## config.mk

```make
export PLATFORM = sky130hd
export DESIGN_NAME = key_debouncer_mc_flat
export DESIGN_NICKNAME = d
export VERILOG_FILES = /design/src/rtl/key_debouncer_mc_pkg.sv /design/src/rtl/key_debouncer_mc_if.sv /design/src/rtl/key_debouncer_mc_ch.sv /design/src/rtl/key_debouncer_mc.sv /design/src/flat_wrapper.sv
export SDC_FILE = /design/constraint.sdc
export NUM_CORES = 1
export LEC_CHECK = 0
export ABC_AREA = 1
export CAP_MARGIN = 20
export CELL_PAD_IN_SITES_DETAIL_PLACEMENT = 0
export CELL_PAD_IN_SITES_GLOBAL_PLACEMENT = 1
export CORE_ASPECT_RATIO = 1.25
export CORE_MARGIN = 1.5
export CORE_UTILIZATION = 40
export DETAILED_ROUTE_END_ITERATION = 6
export GPL_ROUTABILITY_DRIVEN = 1
export PLACE_DENSITY_LB_ADDON = 0.1
export SLEW_MARGIN = 25
export SYNTH_ARGS = -nofsm -noshare
export SYNTH_HDL_FRONTEND = slang
export SYNTH_SLANG_ARGS = --single-unit
```

## constraint.sdc

```tcl
create_clock -name clk_i -period 4.6 [get_ports clk_i]
set_input_delay 0.92 -clock clk_i [delete_from_list [all_inputs] [get_ports clk_i]]
set_output_delay 0.92 -clock clk_i [all_outputs]
set_load 0.005 [all_outputs]
```

## src/rtl/key_debouncer_mc_pkg.sv

```systemverilog
// -----------------------------------------------------------------------------
// debouncer_pkg
// Shared types and helpers for the multi-channel key debouncer.
//   key_fsm_t : per-channel debounce state
//   max()     : constant helper used to size the shared timing counter
// -----------------------------------------------------------------------------
package debouncer_pkg;

  typedef enum logic [1:0] {
    RELEASED     = 2'd0,
    PRESS_WAIT   = 2'd1,
    PRESSED      = 2'd2,
    RELEASE_WAIT = 2'd3
  } key_fsm_t;

  function automatic int unsigned max(input int unsigned a, input int unsigned b);
    return (a > b) ? a : b;
  endfunction

endpackage

```

## src/rtl/key_debouncer_mc_if.sv

```systemverilog
// -----------------------------------------------------------------------------
// key_debouncer_mc_if
// Bundles the raw key inputs and the per-key debounced outputs.
//   key_i              : raw, asynchronous key levels
//   key_state_o        : debounced state, 1 = pressed
//   key_pressed_stb_o  : one-cycle strobe on confirmed press
//   key_released_stb_o : one-cycle strobe on confirmed release
//   key_long_stb_o     : one-cycle long-press strobe, at most once per press
// master = the side driving the keys (board / bench), slave = the debouncer.
// -----------------------------------------------------------------------------
interface key_debouncer_mc_if #(
  parameter int unsigned KEYS_CNT = 4
);

  logic [KEYS_CNT-1:0] key_i;
  logic [KEYS_CNT-1:0] key_state_o;
  logic [KEYS_CNT-1:0] key_pressed_stb_o;
  logic [KEYS_CNT-1:0] key_released_stb_o;
  logic [KEYS_CNT-1:0] key_long_stb_o;

  modport master (
    output key_i,
    input  key_state_o,
    input  key_pressed_stb_o,
    input  key_released_stb_o,
    input  key_long_stb_o
  );

  modport slave (
    input  key_i,
    output key_state_o,
    output key_pressed_stb_o,
    output key_released_stb_o,
    output key_long_stb_o
  );

endinterface

```

## src/rtl/key_debouncer_mc_ch.sv

```systemverilog
// -----------------------------------------------------------------------------
// debouncer_ch
// One debounce channel: 2-flop synchroniser, 4-state FSM with a shared
// glitch/long-press counter, and registered outputs.
//   clk_i, rst_i        : clock, asynchronous active-high reset
//   key_i               : raw key level (asynchronous)
//   key_state_o         : debounced state, 1 = pressed
//   key_pressed_stb_o   : press strobe
//   key_released_stb_o  : release strobe
//   key_long_stb_o      : long-press strobe
// A new level is accepted after exactly CLK_DELAY consecutive synchronised
// samples at that level; any opposite sample restarts the qualification.
// -----------------------------------------------------------------------------
module debouncer_ch
  import debouncer_pkg::*;
#(
  parameter int unsigned CLK_DELAY      = 5,
  parameter int unsigned LONG_DELAY     = 50,
  parameter int unsigned CNT_W          = 6,
  parameter bit          KEY_ACTIVE_LVL = 1'b0
) (
  input  logic clk_i,
  input  logic rst_i,
  input  logic key_i,
  output logic key_state_o,
  output logic key_pressed_stb_o,
  output logic key_released_stb_o,
  output logic key_long_stb_o
);

  localparam bit              LONG_EN     = (LONG_DELAY != 0);
  localparam logic [CNT_W-1:0] CNT_ONE     = CNT_W'(1);
  localparam logic [CNT_W-1:0] GLITCH_LAST = CNT_W'(CLK_DELAY - 1);
  // With long-press disabled the compare value is never used; keep it in range.
  localparam logic [CNT_W-1:0] LONG_LAST   = LONG_EN ? CNT_W'(LONG_DELAY - 1) : '0;

  logic [1:0]       sync_q;
  logic             act;
  key_fsm_t         state_q, state_d;
  logic [CNT_W-1:0] cnt_q, cnt_d;
  logic             long_done_q, long_done_d;
  logic             key_state_q, key_state_d;
  logic             press_q, press_d;
  logic             release_q, release_d;
  logic             long_q, long_d;

  // Synchroniser idles at the inactive level so reset never looks like a press.
  // NOTE: sequential state uses non-blocking assignments so every flop samples
  // the pre-edge value of its neighbours, exactly like the hardware.
  always_ff @(posedge clk_i or posedge rst_i) begin
    if (rst_i) begin
      sync_q <= {2{~KEY_ACTIVE_LVL}};
    end else begin
      sync_q <= {sync_q[0], key_i};
    end
  end

  // Normalise polarity: act = 1 means the key is at its pressed level.
  assign act = (sync_q[1] == KEY_ACTIVE_LVL);

  // NOTE: every variable driven here gets a default first, so no path through
  // the case statement can leave one unassigned and infer a latch.
  always_comb begin
    state_d     = state_q;
    cnt_d       = cnt_q;
    long_done_d = long_done_q;
    press_d     = 1'b0;
    release_d   = 1'b0;
    long_d      = 1'b0;

    unique case (state_q)
      RELEASED: begin
        if (act) begin
          state_d = PRESS_WAIT;
          cnt_d   = CNT_ONE;
        end else begin
          cnt_d = '0;
        end
      end

      PRESS_WAIT: begin
        if (!act) begin
          state_d = RELEASED;
          cnt_d   = '0;
        end else if (cnt_q == GLITCH_LAST) begin
          state_d = PRESSED;
          cnt_d   = '0;
          press_d = 1'b1;
        end else begin
          cnt_d = cnt_q + CNT_ONE;
        end
      end

      PRESSED: begin
        if (!act) begin
          state_d = RELEASE_WAIT;
          cnt_d   = CNT_ONE;
        end else if (LONG_EN && !long_done_q) begin
          if (cnt_q == LONG_LAST) begin
            long_d      = 1'b1;
            long_done_d = 1'b1;
          end else begin
            cnt_d = cnt_q + CNT_ONE;
          end
        end
        // Once the long strobe has fired the counter simply holds.
      end

      RELEASE_WAIT: begin
        if (act) begin
          // Bounce back to pressed: long timing restarts, long_done is kept so
          // a single physical press never yields a second long strobe.
          state_d = PRESSED;
          cnt_d   = '0;
        end else if (cnt_q == GLITCH_LAST) begin
          state_d     = RELEASED;
          cnt_d       = '0;
          release_d   = 1'b1;
          long_done_d = 1'b0;
        end else begin
          cnt_d = cnt_q + CNT_ONE;
        end
      end

      default: begin
        state_d = RELEASED;
        cnt_d   = '0;
      end
    endcase

    key_state_d = (state_d == PRESSED) || (state_d == RELEASE_WAIT);
  end

  always_ff @(posedge clk_i or posedge rst_i) begin
    if (rst_i) begin
      state_q     <= RELEASED;
      cnt_q       <= '0;
      long_done_q <= 1'b0;
      key_state_q <= 1'b0;
      press_q     <= 1'b0;
      release_q   <= 1'b0;
      long_q      <= 1'b0;
    end else begin
      state_q     <= state_d;
      cnt_q       <= cnt_d;
      long_done_q <= long_done_d;
      key_state_q <= key_state_d;
      press_q     <= press_d;
      release_q   <= release_d;
      long_q      <= long_d;
    end
  end

  assign key_state_o        = key_state_q;
  assign key_pressed_stb_o  = press_q;
  assign key_released_stb_o = release_q;
  assign key_long_stb_o     = long_q;

endmodule

```

## src/rtl/key_debouncer_mc.sv

```systemverilog
// -----------------------------------------------------------------------------
// key_debouncer_mc
// Multi-channel key debouncer. Converts time parameters to clock counts,
// rejects unusable settings at elaboration and instantiates one independent
// debouncer_ch per key.
//   clk_i  : clock
//   rst_i  : asynchronous active-high reset
//   bus_if : key_debouncer_mc_if.slave (raw keys in, debounced state/strobes out)
// -----------------------------------------------------------------------------
module key_debouncer_mc
  import debouncer_pkg::*;
#(
  parameter int unsigned CLK_FREQ_MHZ   = 50,
  parameter int unsigned GLITCH_TIME_NS = 2000,
  parameter int unsigned LONG_TIME_NS   = 1000000,
  parameter int unsigned KEYS_CNT       = 4,
  parameter bit          KEY_ACTIVE_LVL = 1'b0
) (
  input  logic                     clk_i,
  input  logic                     rst_i,
  key_debouncer_mc_if.slave        bus_if
);

  localparam int unsigned CLK_DELAY  = GLITCH_TIME_NS * CLK_FREQ_MHZ / 1000;
  localparam int unsigned LONG_DELAY = LONG_TIME_NS * CLK_FREQ_MHZ / 1000;
  // One counter serves both the glitch window and the long-press hold.
  localparam int unsigned CNT_W      = $clog2(max(CLK_DELAY, LONG_DELAY) + 1);

  // The FSM needs at least two qualification cycles to tell a level from a glitch.
  if (CLK_DELAY < 2) begin : g_bad_glitch
    $error("key_debouncer_mc: glitch window shorter than 2 clock cycles");
  end
  if ((LONG_DELAY != 0) && (LONG_DELAY < 2)) begin : g_bad_long
    $error("key_debouncer_mc: long-press delay shorter than 2 clock cycles");
  end
  if (KEYS_CNT < 1) begin : g_bad_keys
    $error("key_debouncer_mc: at least one key channel is required");
  end

  for (genvar g = 0; g < KEYS_CNT; g++) begin : g_ch
    debouncer_ch #(
      .CLK_DELAY      (CLK_DELAY),
      .LONG_DELAY     (LONG_DELAY),
      .CNT_W          (CNT_W),
      .KEY_ACTIVE_LVL (KEY_ACTIVE_LVL)
    ) u_ch (
      .clk_i              (clk_i),
      .rst_i              (rst_i),
      .key_i              (bus_if.key_i[g]),
      .key_state_o        (bus_if.key_state_o[g]),
      .key_pressed_stb_o  (bus_if.key_pressed_stb_o[g]),
      .key_released_stb_o (bus_if.key_released_stb_o[g]),
      .key_long_stb_o     (bus_if.key_long_stb_o[g])
    );
  end

endmodule

```

## src/flat_wrapper.sv

```systemverilog
// flat-port wrapper written by rule: the top's interface ports become plain ports
module key_debouncer_mc_flat import debouncer_pkg::*;
#(
  parameter int unsigned CLK_FREQ_MHZ   = 50,
  parameter int unsigned GLITCH_TIME_NS = 2000,
  parameter int unsigned LONG_TIME_NS   = 1000000,
  parameter int unsigned KEYS_CNT       = 4,
  parameter bit          KEY_ACTIVE_LVL = 1'b0
)
  (clk_i, rst_i, bus_if_key_i, bus_if_key_state_o, bus_if_key_pressed_stb_o, bus_if_key_released_stb_o, bus_if_key_long_stb_o);
  key_debouncer_mc_if #(.KEYS_CNT(KEYS_CNT)) bus_if_i ();
  input  logic clk_i;
  input  logic rst_i;
  input wire logic [$bits(bus_if_i.key_i)-1:0] bus_if_key_i;
  output wire logic [$bits(bus_if_i.key_state_o)-1:0] bus_if_key_state_o;
  output wire logic [$bits(bus_if_i.key_pressed_stb_o)-1:0] bus_if_key_pressed_stb_o;
  output wire logic [$bits(bus_if_i.key_released_stb_o)-1:0] bus_if_key_released_stb_o;
  output wire logic [$bits(bus_if_i.key_long_stb_o)-1:0] bus_if_key_long_stb_o;
  assign bus_if_i.key_i = bus_if_key_i;
  assign bus_if_key_state_o = bus_if_i.key_state_o;
  assign bus_if_key_pressed_stb_o = bus_if_i.key_pressed_stb_o;
  assign bus_if_key_released_stb_o = bus_if_i.key_released_stb_o;
  assign bus_if_key_long_stb_o = bus_if_i.key_long_stb_o;
  key_debouncer_mc #(.CLK_FREQ_MHZ(CLK_FREQ_MHZ), .GLITCH_TIME_NS(GLITCH_TIME_NS), .LONG_TIME_NS(LONG_TIME_NS), .KEYS_CNT(KEYS_CNT), .KEY_ACTIVE_LVL(KEY_ACTIVE_LVL)) u_core (.clk_i(clk_i), .rst_i(rst_i), .bus_if(bus_if_i));
endmodule
```

==> results.sh <==
export IMPL_power_internal_uw=1342
export IMPL_pre_cts_slack_ns=2.240
export IMPL_holdBufCountCts=0
export IMPL_cts_path_max_buffers=2
export IMPL_cts_repair_resized=0
export IMPL_wl_met3_um=308
export IMPL_swShare=0.2388
export IMPL_tns_ns=0
export IMPL_core_region_area_um2=14470
export IMPL_fin_worst_skew_ns=0.01097
export IMPL_clk_pin_slew_worst_paths_ns=0.08
export IMPL_syn_inst=837
export IMPL_path_buf_inv=0
export IMPL_ys_flop_type="dfrtp_1"
export IMPL_hpwl_um=9482
export IMPL_port_buffers=21
export IMPL_dr_pass1_iters=7
export IMPL_layout_drive_gt1_share=0.08166
export IMPL_clkPwrFrac=0.442
export IMPL_wl_um=13090
export IMPL_max_freq_mhz=447.7
export IMPL_setup_viol=0
export IMPL_final_max_slew_violation_count=0
export IMPL_die_w_um=112.0
export IMPL_period_needed_ns=2.234
export IMPL_switchingPower_uw=421.0
export IMPL_antenna_found_initial=0
export IMPL_slew_headroom=0.3569
export IMPL_chipHeight_um=139.3
export IMPL_pin_count=22
export IMPL_wl_met2_um=6479
export IMPL_timing_final_ws_setup_ns=2.366
export IMPL_drt_met1_wl_um=6087
export IMPL_holdCritPathClass="reg -> reg"
export IMPL_clk_latency_ns=0.35
export IMPL_critical_path_top_delay_family="simple AND/OR/NAND/NOR gates"
export IMPL_rsz0062_at_grt="false"
export IMPL_violations="DRC"
export IMPL_hold_viol_final=0
export IMPL_critPathArrivalTime_ns=2.47
export IMPL_diodes=0
export IMPL_drt_iter0_drc=252
export IMPL_crit_top_cell="nand2_1"
export IMPL_post_route_period_util=0.4856
export IMPL_rows=49
export IMPL_async_reset_ff_frac=1.000
export IMPL_netlist_area_um2=5943
export IMPL_seq_area_frac_synth=0.4227
export IMPL_cts_root_buf="clkbuf_16"
export IMPL_setup_worst_path_end_class="register"
export IMPL_cellLeakagePower_uw=0.003306
export IMPL_ir_drop_v=0.0001793
export IMPL_vias=5044
export IMPL_grt_pass1_vias=4917
export IMPL_worst_pin_slew_ns=0.9623
export IMPL_crit_chain="ha_1 -> nand3_1 -> nor2_1 -> nand2_1 -> nand2_1 -> nand2_1 -> nand2_1 -> o21ai_0 -> nor2_1"
export IMPL_viasPerCell=4.931
export IMPL_outcome="finished, violations left"
export IMPL_dp_cells=1007
export IMPL_start_kind="register"
export IMPL_fin_util=0.4453
export IMPL_cts_setup_buffers=0
export IMPL_drc=3
export IMPL_cts_tree="built"
export IMPL_critPathRequiredTime_ns=4.83
export IMPL_cpPeakStageDelay_ns=0.71
export IMPL_stdcell_count=1023
export IMPL_sequentialPowerShare=0.515
export IMPL_die_area_um2=15600
export IMPL_comb_power_share=0.043
export IMPL_drt_wirelength_per_cell_um=12.80
export IMPL_track_usage=0.1797
export IMPL_drtAntennaViolNets=0
export IMPL_start_util=0.4108
export IMPL_cts_buffers_inserted=9
export IMPL_synth_ff_latch_count=100
export IMPL_top_layer_used="met4"
export IMPL_fin_nets=850
export IMPL_grt_overflow=0
export IMPL_syn_nets=847
export IMPL_cts_sinks=100
export IMPL_grt_max_degree=59
export IMPL_synth_edff_count=0
export IMPL_cp_slowest_cell="nand2_1"
export IMPL_max_cap_viol_count=0
export IMPL_syn_to_final_growth_pct=8.400
export IMPL_h_tree_depth=3
export IMPL_yosysWarnings=0
export IMPL_grt_pass1_wl_um=23040
export IMPL_crit_fanout=30
export IMPL_critPathKind="reg -> reg"
export IMPL_place_gp_congestion=0.7769
export IMPL_synth_avg_cell_area_um2=7.101
export IMPL_synth_distinct_cells=39
export IMPL_p_per_area_nw_per_um2=273.6
layout make-up:
cell class / instances / area (um2)
clock buffers: 9 / 225.2
clock inverters: 7 / 76.32
flip-flops and latches: 100 / 2512
repair buffers: 23 / 225.2
multi-input cells: 563 / 2640
well taps: 178 / 222.7
fillers: 1542 / 8026
inverters: 143 / 540.5
state kept, by name (all words and copies together) (netlist names):
signal,count
u_core.g_ch.u_ch.cnt_q,64
u_core.g_ch.u_ch.state_q,8
u_core.g_ch.u_ch.sync_q,8
u_core.g_ch.u_ch.key_long_stb_o,4
u_core.g_ch.u_ch.key_pressed_stb_o,4
u_core.g_ch.u_ch.key_released_stb_o,4
u_core.g_ch.u_ch.key_state_o,4
u_core.g_ch.u_ch.long_done_q,4
layout by cell type, fill, tap and decap left out, drive strengths merged:
cell type,netlist,layout
clkbuf,1,9
nor3,19,19
a211oi,1,1
clkinv,1,4
and3,1,1
buf,30,2
dfrtp,92,92
nor2,107,107
nand3b,5,5
o21ai,41,41
nand4,22,22
ha,4,4
a21o,1,1
xor2,2,2
nor4,2,2
o21bai,3,3
o21a,1,1
inv,142,143
nand2,232,232
a31oi,3,3
clkdlybuf4s50,0,21
clkinvlp,0,2
or2,2,2
dfstp,8,8
o211ai,1,1
a21oi,29,29
o22ai,6,6
bufinv,0,1
nand3,81,81
worst paths after layout:
check                                         startpoint                             to  slack, ns  cells after the start
setup / recovery            u_core.g_ch[2].u_ch.cnt_q[0]  u_core.g_ch[2].u_ch.cnt_q[15]       2.37                      9
hold / removal             u_core.g_ch[1].u_ch.sync_q[0]  u_core.g_ch[1].u_ch.sync_q[1]       0.36                      0
setup reg to reg            u_core.g_ch[2].u_ch.cnt_q[0]  u_core.g_ch[2].u_ch.cnt_q[15]       2.37                      9
hold reg to reg            u_core.g_ch[1].u_ch.sync_q[0]  u_core.g_ch[1].u_ch.sync_q[1]       0.36                      0
max in group asynchronous                          rst_i  u_core.g_ch[2].u_ch.sync_q[1]       2.70                      3
min in group asynchronous                          rst_i  u_core.g_ch[1].u_ch.cnt_q[12]       1.06                      2
cell families after synthesis:
logic type / synth area share
XOR/XNOR: 0.002948
AO/OA/AOI/OAI: 0.08253
adder cells (fa/ha/maj): 0.008421
flip-flops: 0.4227
buffers and inverters: 0.1331
AND/OR/NAND/NOR: 0.3503
power groups by stage:
stage / Combinational [uW] / Sequential, uW / Clock, uW
2_1_floorplan: 59.1 / 919 / 0
3_3_place_gp: 76.7 / 924 / 0
3_5_place_dp: 78.3 / 924 / 0
4_1_cts: 78.7 / 907 / 811
5_1_grt: 90.6 / 909 / 842
6_report: 76.0 / 907 / 779
worst reg2reg max path, stage by stage, from the launching register on:
cell and delay (ns):
dfrtp_1 0.42, ha_1 0.26, nand3_1 0.10, nor2_1 0.05
nand2_1 0.09, nand2_1 0.08, nand2_1 0.71, nand2_1 0.16
o21ai_0 0.19, nor2_1 0.05
Yosys cell counts, drive strengths merged (2+ instances only):
cell type,instances,area [um2]
buf,30,239.0
xor2,2,17.52
nor4,2,12.51
o22ai,6,37.54
dfstp,8,210.2
dfrtp,92,2302
a31oi,3,18.77
o21ai,41,212.7
o21bai,3,22.52
nor3,19,105.1
ha,4,50.05
or2,2,12.52
inv,142,533.0
nand4,22,137.6
nand2,232,923.4
nor2,107,421.7
nand3,81,425.4
nand3b,5,37.54
a21oi,29,167.7
metal layers:
metal  global-route usage  up-vias
met5                    0        -
met4              0.06129        0
met3              0.02308       13
met2               0.3148       69
met1               0.2293     2331
li1                     -     2631
through the flow:
stage	hold WS (ns)	instance area [um2]	power, uW
finish	0.3615	6442	1763
global route	0.3680	6442	1842
CTS	0.3659	6442	1797
detailed placement	0.3543	6141	1003
global placement	0.3461	6141	1000
floorplan	0.3452	5943	977.9
Note: power is estimated with default switching activity, not from simulation.
